[src/rtl/cpu_pkg.sv]
// Shared definitions for the 16-bit five-stage pipeline: opcodes, ALU encodings,
// instruction field positions and the decoded control bundle.
package cpu_pkg;

    localparam int unsigned XLEN = 16;

    // Opcodes (instruction bits [15:12]); 1000-1111 are illegal
    localparam logic [3:0] OP_NOP  = 4'h0;
    localparam logic [3:0] OP_ALU  = 4'h1;
    localparam logic [3:0] OP_ADDI = 4'h2;
    localparam logic [3:0] OP_LD   = 4'h3;
    localparam logic [3:0] OP_ST   = 4'h4;
    localparam logic [3:0] OP_BEQZ = 4'h5;
    localparam logic [3:0] OP_J    = 4'h6;
    localparam logic [3:0] OP_HALT = 4'h7;

    // Field bit positions (LSB of each field)
    localparam int unsigned OP_LSB    = 12;
    localparam int unsigned RD_LSB    = 9;
    localparam int unsigned RS_LSB    = 6;
    localparam int unsigned RT_LSB    = 3;
    localparam int unsigned FUNCT_LSB = 0;

    // R-type funct doubles as the ALU operation code
    typedef enum logic [2:0] {
        ALU_ADD = 3'd0,
        ALU_SUB = 3'd1,
        ALU_AND = 3'd2,
        ALU_OR  = 3'd3,
        ALU_XOR = 3'd4,
        ALU_SLL = 3'd5,
        ALU_SRL = 3'd6,
        ALU_SLT = 3'd7
    } alu_op_e;

    // All-zero value is a NOP bubble
    typedef struct packed {
        logic    reg_write;
        logic    mem_read;
        logic    mem_write;
        logic    branch;
        logic    jump;
        logic    halt;
        logic    illegal;
        alu_op_e alu_op;
    } ctrl_t;

    function automatic logic [XLEN-1:0] sext6(input logic [5:0] v);
        return {{(XLEN-6){v[5]}}, v};
    endfunction

    function automatic logic [XLEN-1:0] sext12(input logic [11:0] v);
        return {{(XLEN-12){v[11]}}, v};
    endfunction

endpackage

[src/rtl/decode_regfile.sv]
// Register file: NREGS x 16, two combinational reads, one write per clock.
// r0 reads as zero and ignores writes; a same-cycle writeback is forwarded to the reads.
module decode_regfile
    import cpu_pkg::*;
#(
    parameter int unsigned NREGS = 8,
    parameter int unsigned AW    = $clog2(NREGS)
) (
    input  logic            i_clk,
    input  logic            i_rst,
    input  logic [AW-1:0]   i_raddr1,
    input  logic [AW-1:0]   i_raddr2,
    output logic [XLEN-1:0] o_rdata1,
    output logic [XLEN-1:0] o_rdata2,
    input  logic            i_we,
    input  logic [AW-1:0]   i_waddr,
    input  logic [XLEN-1:0] i_wdata
);

    logic [XLEN-1:0] r_regs [NREGS];
    logic            w_wr_en;

    assign w_wr_en = i_we && (i_waddr != '0);

    // Storage: asynchronous clear, writes to r0 dropped
    always_ff @(posedge i_clk or posedge i_rst) begin
        if (i_rst) begin
            for (int i = 0; i < int'(NREGS); i++) begin
                r_regs[i] <= '0;
            end
        end else if (w_wr_en) begin
            r_regs[i_waddr] <= i_wdata;
        end
    end

    // Read ports with write-through bypass
    always_comb begin
        o_rdata1 = '0;
        o_rdata2 = '0;
        if (i_raddr1 != '0) begin
            o_rdata1 = (w_wr_en && i_waddr == i_raddr1) ? i_wdata : r_regs[i_raddr1];
        end
        if (i_raddr2 != '0) begin
            o_rdata2 = (w_wr_en && i_waddr == i_raddr2) ? i_wdata : r_regs[i_raddr2];
        end
    end

endmodule

[src/rtl/decode_stage.sv]
// Decode stage: instruction decoder, register-file read, load-use hazard detection
// and the decode/execute pipeline register.
module decode_stage
    import cpu_pkg::*;
#(
    parameter int unsigned NREGS = 8
) (
    input  logic        clk,
    input  logic        rst,
    input  logic [15:0] Instruct,
    input  logic [15:0] NextPCIn,
    input  logic        Stall,
    input  logic        Flush,
    input  logic        WBWrite,
    input  logic [2:0]  WBReg,
    input  logic [15:0] WBData,
    output logic        LoadUseStall,
    output logic [15:0] NextPCOut,
    output logic [15:0] ReadData1,
    output logic [15:0] ReadData2,
    output logic [15:0] Imm,
    output logic [2:0]  DestReg,
    output logic [2:0]  ALUOp,
    output logic        RegWrite,
    output logic        MemRead,
    output logic        MemWrite,
    output logic        Branch,
    output logic        Jump,
    output logic        HaltOut,
    output logic        Illegal
);

    logic [3:0]  w_op;
    logic [2:0]  w_rd, w_rs, w_rt, w_funct;
    logic [2:0]  w_p2_spec;
    logic        w_uses_rs, w_uses_p2;
    logic [2:0]  w_dest;
    logic [15:0] w_imm;
    ctrl_t       w_ctrl;
    logic [15:0] w_rdata1, w_rdata2;
    logic        w_lus;

    logic [15:0] r_pc, r_rd1, r_rd2, r_imm;
    logic [2:0]  r_dest;
    ctrl_t       r_ctrl;

    assign w_op    = Instruct[OP_LSB +: 4];
    assign w_rd    = Instruct[RD_LSB +: 3];
    assign w_rs    = Instruct[RS_LSB +: 3];
    assign w_rt    = Instruct[RT_LSB +: 3];
    assign w_funct = Instruct[FUNCT_LSB +: 3];

    // Stores read rd on the second port; everything else uses rt
    assign w_p2_spec = (w_op == OP_ST) ? w_rd : w_rt;

    decode_regfile #(
        .NREGS (NREGS)
    ) u_regfile (
        .i_clk    (clk),
        .i_rst    (rst),
        .i_raddr1 (w_rs),
        .i_raddr2 (w_p2_spec),
        .o_rdata1 (w_rdata1),
        .o_rdata2 (w_rdata2),
        .i_we     (WBWrite),
        .i_waddr  (WBReg),
        .i_wdata  (WBData)
    );

    // Decoder: control bundle, immediate, destination and which operands are really read
    always_comb begin
        w_ctrl    = '0;
        w_imm     = '0;
        w_uses_rs = 1'b0;
        w_uses_p2 = 1'b0;
        w_dest    = w_rd;
        unique case (w_op)
            OP_NOP: ;
            OP_ALU: begin
                w_ctrl.reg_write = 1'b1;
                w_ctrl.alu_op    = alu_op_e'(w_funct);
                w_uses_rs        = 1'b1;
                w_uses_p2        = 1'b1;
            end
            OP_ADDI: begin
                w_ctrl.reg_write = 1'b1;
                w_imm            = sext6(Instruct[5:0]);
                w_uses_rs        = 1'b1;
            end
            OP_LD: begin
                w_ctrl.reg_write = 1'b1;
                w_ctrl.mem_read  = 1'b1;
                w_imm            = sext6(Instruct[5:0]);
                w_uses_rs        = 1'b1;
            end
            OP_ST: begin
                w_ctrl.mem_write = 1'b1;
                w_imm            = sext6(Instruct[5:0]);
                w_uses_rs        = 1'b1;
                w_uses_p2        = 1'b1;
            end
            OP_BEQZ: begin
                w_ctrl.branch = 1'b1;
                w_imm         = sext6(Instruct[5:0]);
                w_uses_rs     = 1'b1;
            end
            OP_J: begin
                w_ctrl.jump = 1'b1;
                w_imm       = sext12(Instruct[11:0]);
            end
            OP_HALT: w_ctrl.halt = 1'b1;
            default: w_ctrl.illegal = 1'b1;
        endcase
        if (!w_ctrl.reg_write) begin
            w_dest = '0;
        end
    end

    // Load-use hazard: the load in execute targets a register this instruction reads
    always_comb begin
        w_lus = 1'b0;
        if (r_ctrl.mem_read && r_dest != '0 && !Flush) begin
            w_lus = (w_uses_rs && w_rs == r_dest) || (w_uses_p2 && w_p2_spec == r_dest);
        end
    end

    assign LoadUseStall = w_lus;

    // Decode/execute register: reset/flush bubble, stall hold, hazard bubble, else load
    always_ff @(posedge clk or posedge rst) begin
        if (rst) begin
            r_pc   <= '0;
            r_rd1  <= '0;
            r_rd2  <= '0;
            r_imm  <= '0;
            r_dest <= '0;
            r_ctrl <= '0;
        end else if (Flush || (w_lus && !Stall)) begin
            r_pc   <= '0;
            r_rd1  <= '0;
            r_rd2  <= '0;
            r_imm  <= '0;
            r_dest <= '0;
            r_ctrl <= '0;
        end else if (!Stall) begin
            r_pc   <= NextPCIn;
            r_rd1  <= w_rdata1;
            r_rd2  <= w_rdata2;
            r_imm  <= w_imm;
            r_dest <= w_dest;
            r_ctrl <= w_ctrl;
        end
    end

    assign NextPCOut = r_pc;
    assign ReadData1 = r_rd1;
    assign ReadData2 = r_rd2;
    assign Imm       = r_imm;
    assign DestReg   = r_dest;
    assign ALUOp     = r_ctrl.alu_op;
    assign RegWrite  = r_ctrl.reg_write;
    assign MemRead   = r_ctrl.mem_read;
    assign MemWrite  = r_ctrl.mem_write;
    assign Branch    = r_ctrl.branch;
    assign Jump      = r_ctrl.jump;
    assign HaltOut   = r_ctrl.halt;
    assign Illegal   = r_ctrl.illegal;

endmodule

[config.mk]
export PLATFORM = sky130hd
export DESIGN_NAME = decode_stage
export DESIGN_NICKNAME = d
export VERILOG_FILES = /design/src/rtl/cpu_pkg.sv /design/src/rtl/decode_regfile.sv /design/src/rtl/decode_stage.sv
export SDC_FILE = /design/constraint.sdc
export NUM_CORES = 1
export LEC_CHECK = 0
export CAP_MARGIN = 20
export CORE_ASPECT_RATIO = 0.8
export CORE_MARGIN = 2
export CORE_UTILIZATION = 56
export DETAILED_ROUTE_END_ITERATION = 8
export GPL_ROUTABILITY_DRIVEN = 1
export HOLD_SLACK_MARGIN = 0.06
export PLACE_DENSITY = 0.79
export SLEW_MARGIN = 20
export SYNTH_ARGS = -nofsm -noshare
export SYNTH_HDL_FRONTEND = slang
export SYNTH_SLANG_ARGS = --single-unit
[constraint.sdc]
create_clock -name clk -period 7.5 [get_ports clk]
set_input_delay 0.75 -clock clk [delete_from_list [all_inputs] [get_ports clk]]
set_output_delay 0.75 -clock clk [all_outputs]
set_load 0.05 [all_outputs]
==> results of run 1 <==
kinds of logic (layout without fill, tap and decap cells):
group	after synthesis	in the layout	share of synthesized area (%)
XOR/XNOR	8	8	0.686
buffers and inverters	114	210	5.39
flip-flops	201	201	49.3
AO/OA/AOI/OAI	220	220	15.9
AND/OR/NAND/NOR	181	181	8.00
multiplexers	164	164	20.8
cell usage in the layout, fill, tap and decap left out, types with 4 or more instances in the layout:
cell / netlist / final
a211o_1: 16 / 16
a211oi_1: 4 / 4
a211oi_2: 14 / 14
a21o_1: 16 / 16
a21oi_1: 18 / 18
a22o_1: 24 / 24
a32o_1: 13 / 13
buf_4: 11 / 16
clkbuf_16: 0 / 21
clkdlybuf4s50_1: 0 / 131
clkinv_2: 0 / 8
dfrtp_1: 201 / 201
inv_1: 23 / 22
mux2_2: 50 / 50
mux2i_1: 79 / 79
mux4_2: 33 / 33
nand2_1: 112 / 112
nand2b_1: 4 / 4
nor2_1: 23 / 22
nor3_1: 19 / 18
o21ai_0: 66 / 66
o221ai_1: 19 / 19
o22ai_1: 15 / 15
xnor2_1: 7 / 7
Yosys cell counts, types with 15 or more instances:
library cell  number
a211o_1           16
a21o_1            16
a21oi_1           18
a22o_1            24
buf_2             20
clkbuf_1          51
dfrtp_1          201
inv_1             23
mux2_2            50
mux2i_1           79
mux4_2            33
nand2_1          112
nor2_1            23
nor3_1            19
o21ai_0           66
o221ai_1          19
o22ai_1           15
flip-flops by register name, indices dropped and copies added (netlist names), 3 cells and up:
signal and cells:
u_regfile.r_regs 128, ReadData2 16, ReadData1 16, Imm 12, NextPCOut 16, DestReg 3, ALUOp 3
critical path: stages:
cell and delay [ns]:
clkdlybuf4s50_1 0.68, nor4b_4 0.76, mux2_4 0.60, a221oi_1 0.35
a21o_2 0.25, nand2_1 0.07, nor2_1 0.09, clkdlybuf4s50_1 0.81
per-layer routing:
| layer | up-vias | share of wire (%) |
|---|---|---|
| li1 | 3419 | - |
| met1 | 3899 | 44 |
| met2 | 363 | 46 |
| met3 | 56 | 7.7 |
| met4 | 0 | 2.4 |
| met5 | - | 0 |
where the power goes:
group | internal, uW | switching [uW]
combinational | 306 | 374
sequential | 1240 | 118
clock | 639 | 454
area by class of cell:
type                    instances  share of cell area, %
clock buffers                  24                   4.55
clock inverters                14                   1.26
inverters                      23                  0.766
multi-input cells             573                   38.2
flip-flops and latches        201                   41.1
well taps                     230                   2.35
repair buffers                149                   11.8
stage by stage:
step / hold slack, ns / cell area [um2] / util, % / std cells
3_5_place_dp: 0.389 / 11500 / 63.9 / 1176
3_3_place_gp: 0.384 / 11500 / 63.9 / 1176
6_report: 0.400 / 12200 / 68.0 / 1214
4_1_cts: 0.404 / 12200 / 67.9 / 1214
2_1_floorplan: 0.445 / 10200 / - / 888
5_1_grt: 0.413 / 12200 / 68.0 / 1214
how the worst max path moves through the flow:
| stage | from | endpoint | slack (ns) | depth (start not counted) |
|---|---|---|---|---|
| final | Instruct[14] | LoadUseStall | 2.37 | 8 |
| after global routing | Instruct[14] | LoadUseStall | 2.25 | 8 |
| after CTS | Instruct[14] | LoadUseStall | 2.17 | 8 |
| after detailed placement | Instruct[13] | LoadUseStall | 2.18 | 8 |
| after global placement | Instruct[14] | LoadUseStall | 2.25 | 8 |
| after floorplan | rst | ALUOp[0] | 1.27 | 1 |
==> metrics, run 1 <==
critical path peak fanout=34; clock transition at the registers of the reported paths=0.06 ns; min-delay src=u_regfile.r_regs[118]; Yosys warnings=0; global placer's final weighted congestion=between 0.8 and 0.9; Routed Antenna Nets=0; WP data required=roughly 6.8 ns; port bufs=around 130; hold endpoint=u_regfile.r_regs[118]; ratio of cells with drive above 1 in the final layout=17.4%; Synth Register Bits=201; final setup violation count=0; CTS Hold Bufs=0; largest net degree at the start of global routing=between 100 and 150; Clock Skews=around 0.024 ns; DR iter-0 viols=879; drt pass-1 iters=5; row count=44; I/O pins=134; vias in the first global route=about 7700; grt met3 use=under 10%; global route overflow=0; Ant. Diodes=0; Post-synth EDFFs=0; post-route minimum period=slightly above 5 ns; via count=about 7700; Die Y-Extent=roughly 120 um; most used flip-flop cell after synthesis=dfrtp_1; clock sink count=around 200; Yosys top cell area share=approximately half; Worst R2R End=Imm[5]; CTS tree=built; mean number of vias per cell=6.37; grt met2 use=a little under half; # H-tree levels=1; Fillers=1327; # nets final=around 1000; Post-CTS Setup Inserts=0; Leakage=0.00543 uW; setup TNS=0 ns; Die ar.=19300 um2; syn avg cell area=~11 um2; max-cap violation count=0; Worst-Skew Late Latency=about 0.52 ns; starting density of the core=between 50% and 60%; Worst Path Arrival=around 4.4 ns; Slew Limit Fails=0; Distinct cells, synth=54; R2R cell count=6; Least-Margin Pin Slew=between 1 and 1.5 ns; Storage cell area=5030 um2; ys async rst share=100%; Mapped Cells=888; status=finished, final reports clean; area leader, netlist=dfrtp_1; layer with the highest usage=met2; post-synthesis sequential area ratio=around 49%; multi-input logic area=approximately 4700 um2; Synth Cell Area=10200 um2; core footprint=~18000 um2; reg-to-reg setup timing slack=approximately 5 ns; Mapped Nets=about 940; met1 Use GR=a little over two fifths; hold depth=0; RSZ-0062 raised after global routing=no; PnR Total Power=3130 uW; crit share post-route=approximately 68%; startpoint type of the worst setup path=primary input; worst r2r src=DestReg[0]; pre-CTS setup slack=between 2 and 2.5 ns; f_max=195 MHz; fin worst setup slack=~2.4 ns; Synth area leaders=dfrtp_1 (49%), mux2i_1 (7.7%), mux4_2 (7.3%); Relative slew margins=23.9%; Final Routed Wirelength=between 20000 and 30000 um; Die Wd=155 um; Hold Crit Class=flip-flop to flip-flop; Total Routing Usage GR=28.9%; Layout area overhead=19.9%; Crit Path Class=primary input to output pin; Final HPWL DP=16700 um; clk root buf=clkbuf_16; Clock Tree Buf Depth=3; pwr dens=between 200 and 300 nW/um2; first-pass GRT wire length=43900 um; # DRC=0; CP endpoint kind=output pin; initial antenna violation count=0; total CTS buffers=21; routed len/inst=22.8 um; Final Hold Violating Endpoints=0; Max IR drop VDD=just over 0.0002 V; Post-CTS Resized=0
Note: power is estimated with default switching activity, not from simulation.
==> run 2: changes to the inputs <==
clock period = 4.9 ns   (was 7.5 ns; I/O delays follow)
==> run 2 against run 1 <==
  * Clock skew shrank 0.014 ns
  * Largest power group unchanged
  * Routed wire length grew 1.3%
  * Critical endpoint unchanged
  * Hold slack lost 0.19 ns
==> metrics, run 2 (same netlist as run 1, synthesis figures left out) <==
CTS Hold Bufs=0; Slew Limit Fails=0; clock sink count=between 200 and 250; # DRC=0; register name with the most flops=u_regfile.r_regs; final setup violation count=0; drt pass-1 iters=7; post-route minimum period=3.42 ns; Final Routed Wirelength=between 20000 and 30000 um; CP endpoint kind=output pin; global route overflow=0; first-pass GRT wire length=~44000 um; row count=44; total CTS buffers=22; Die Y-Extent=approximately 120 um; startpoint type of the worst setup path=primary input; ratio of cells with drive above 1 in the final layout=17.4%; CTS tree=built; max-cap violation count=0; Die ar.=about 19000 um2; via count=7823; f_max=roughly 290 MHz; starting density of the core=between 50% and 60%; Clock Skews=approximately 0.010 ns; Relative slew margins=roughly 20%; routed len/inst=about 23 um; mean number of vias per cell=between 6 and 7; Total Routing Usage GR=between 20% and 30%; Clock Tree Buf Depth=3; WP data required=4.41 ns; clock transition at the registers of the reported paths=0.06 ns; Post-CTS Resized=0; Max IR drop VDD=between 0.0003 and 0.0004 V; Worst Setup SP=Instruct[13]; commonest non-fill, non-tap cell in the layout=dfrtp_1; Post-CTS Setup Inserts=0; Layout area overhead=21.0%; Ant. Diodes=0; crit share post-route=roughly 70%; largest net degree at the start of global routing=146; Final HPWL DP=roughly 17000 um; placed cells=approximately 1200; Worst-Skew Late Latency=slightly above 0.5 ns; Crit Path Class=primary input to output pin; port bufs=approximately 130; worst r2r src=DestReg[0]; critical path peak fanout=12; DR iter-0 viols=761; Hold Crit Class=primary input to asynchronous set/reset pin; initial antenna violation count=0; I/O pins=roughly 130; Die Wd=between 150 and 200 um; # nets final=1034; core footprint=~18000 um2; RSZ-0062 raised after global routing=no; global placer's final weighted congestion=around 0.83; pwr dens=approximately 390 nW/um2; Leakage=about 0.0055 uW; Fillers=between 1000 and 1500; Routed Antenna Nets=0; Worst Path Arrival=between 2 and 3 ns; setup TNS=0 ns; most frequent cells in the layout=dfrtp_1 (201), clkdlybuf4s50_1 (130), nand2_1 (112); Final Hold Violating Endpoints=0; max reg flops=128; # H-tree levels=1; clk root buf=clkbuf_16; vias in the first global route=~7900; status=finished, final reports clean; Cell Count, Final, Fillers Out=~1200; Least-Margin Pin Slew=~1.2 ns
-- run 2: cell count changes in the layout (fill, tap and decap cells not counted), sizes merged --
cell | previous run | this run
clkbuf | 24 | 33
clkdlybuf4s50 | 131 | 130
buf | 18 | 26
clkinv | 8 | 2
inv | 24 | 22
-- run 2: critical path, stage by stage --
cell and delay [ns]:
clkdlybuf4s50_1 0.61, nor4b_4 0.32, buf_4 0.24, mux2_2 0.38, a221oi_1 0.27, a21o_2 0.24
nand2_1 0.06, nor2_1 0.09, buf_4 0.22
-- run 2: layer usage --
metal / part of all wire, % / up-vias / GRT usage [%]
met3: 8.3 / 87 / 5.46
met1: 41 / 3940 / 40.1
li1: - / 3430 / -
met5: 0 / - / 0
met2: 47 / 366 / 46.7
met4: 3.6 / 0 / 10.8
-- run 2: final cells by class --
| class | instances | area [um2] | area share (%) |
|---|---|---|---|
| multi-input cells | 573 | 4660 | 37.7 |
| clock buffers | 32 | 649 | 5.26 |
| flip-flops and latches | 201 | 5030 | 40.7 |
| clock inverters | 6 | 108 | 0.871 |
| well taps | 230 | 288 | 2.33 |
| repair buffers | 157 | 1530 | 12.4 |
| inverters | 23 | 90.1 | 0.729 |
-- run 2: metrics by stage --
| step | instance area (um2) | power, uW | util, % | setup slack (ns) | hold WS (ns) |
|---|---|---|---|---|---|
| floorplan | 10200 | 2790 | - | 1.81 | 0.445 |
| global placement | 11600 | 3090 | 64.4 | 1.31 | 0.382 |
| detailed placement | 11600 | 3130 | 64.4 | 1.23 | 0.388 |
| CTS | 12300 | 4870 | 68.6 | 1.47 | 0.205 |
| global route | 12400 | 5060 | 68.6 | 1.36 | 0.218 |
| finish | 12400 | 4860 | 68.6 | 1.48 | 0.209 |
-- run 2: report_power, final --
group	internal (uW)	switching, uW
logic	474	570
clock network	1070	671
registers	1890	185
total	3440	1430
-- run 2: path summary, 6_finish.rpt --
check	end	slack, ns	cells past startpoint
max	LoadUseStall	1.48	9
max in group asynchronous	u_regfile.r_regs[117]	3.72	3
min reg2reg	u_regfile.r_regs[115]	0.40	0
min	u_regfile.r_regs[61]	0.21	2
min in group clk	u_regfile.r_regs[115]	0.40	0
max reg2reg	ReadData1[15]	2.39	7
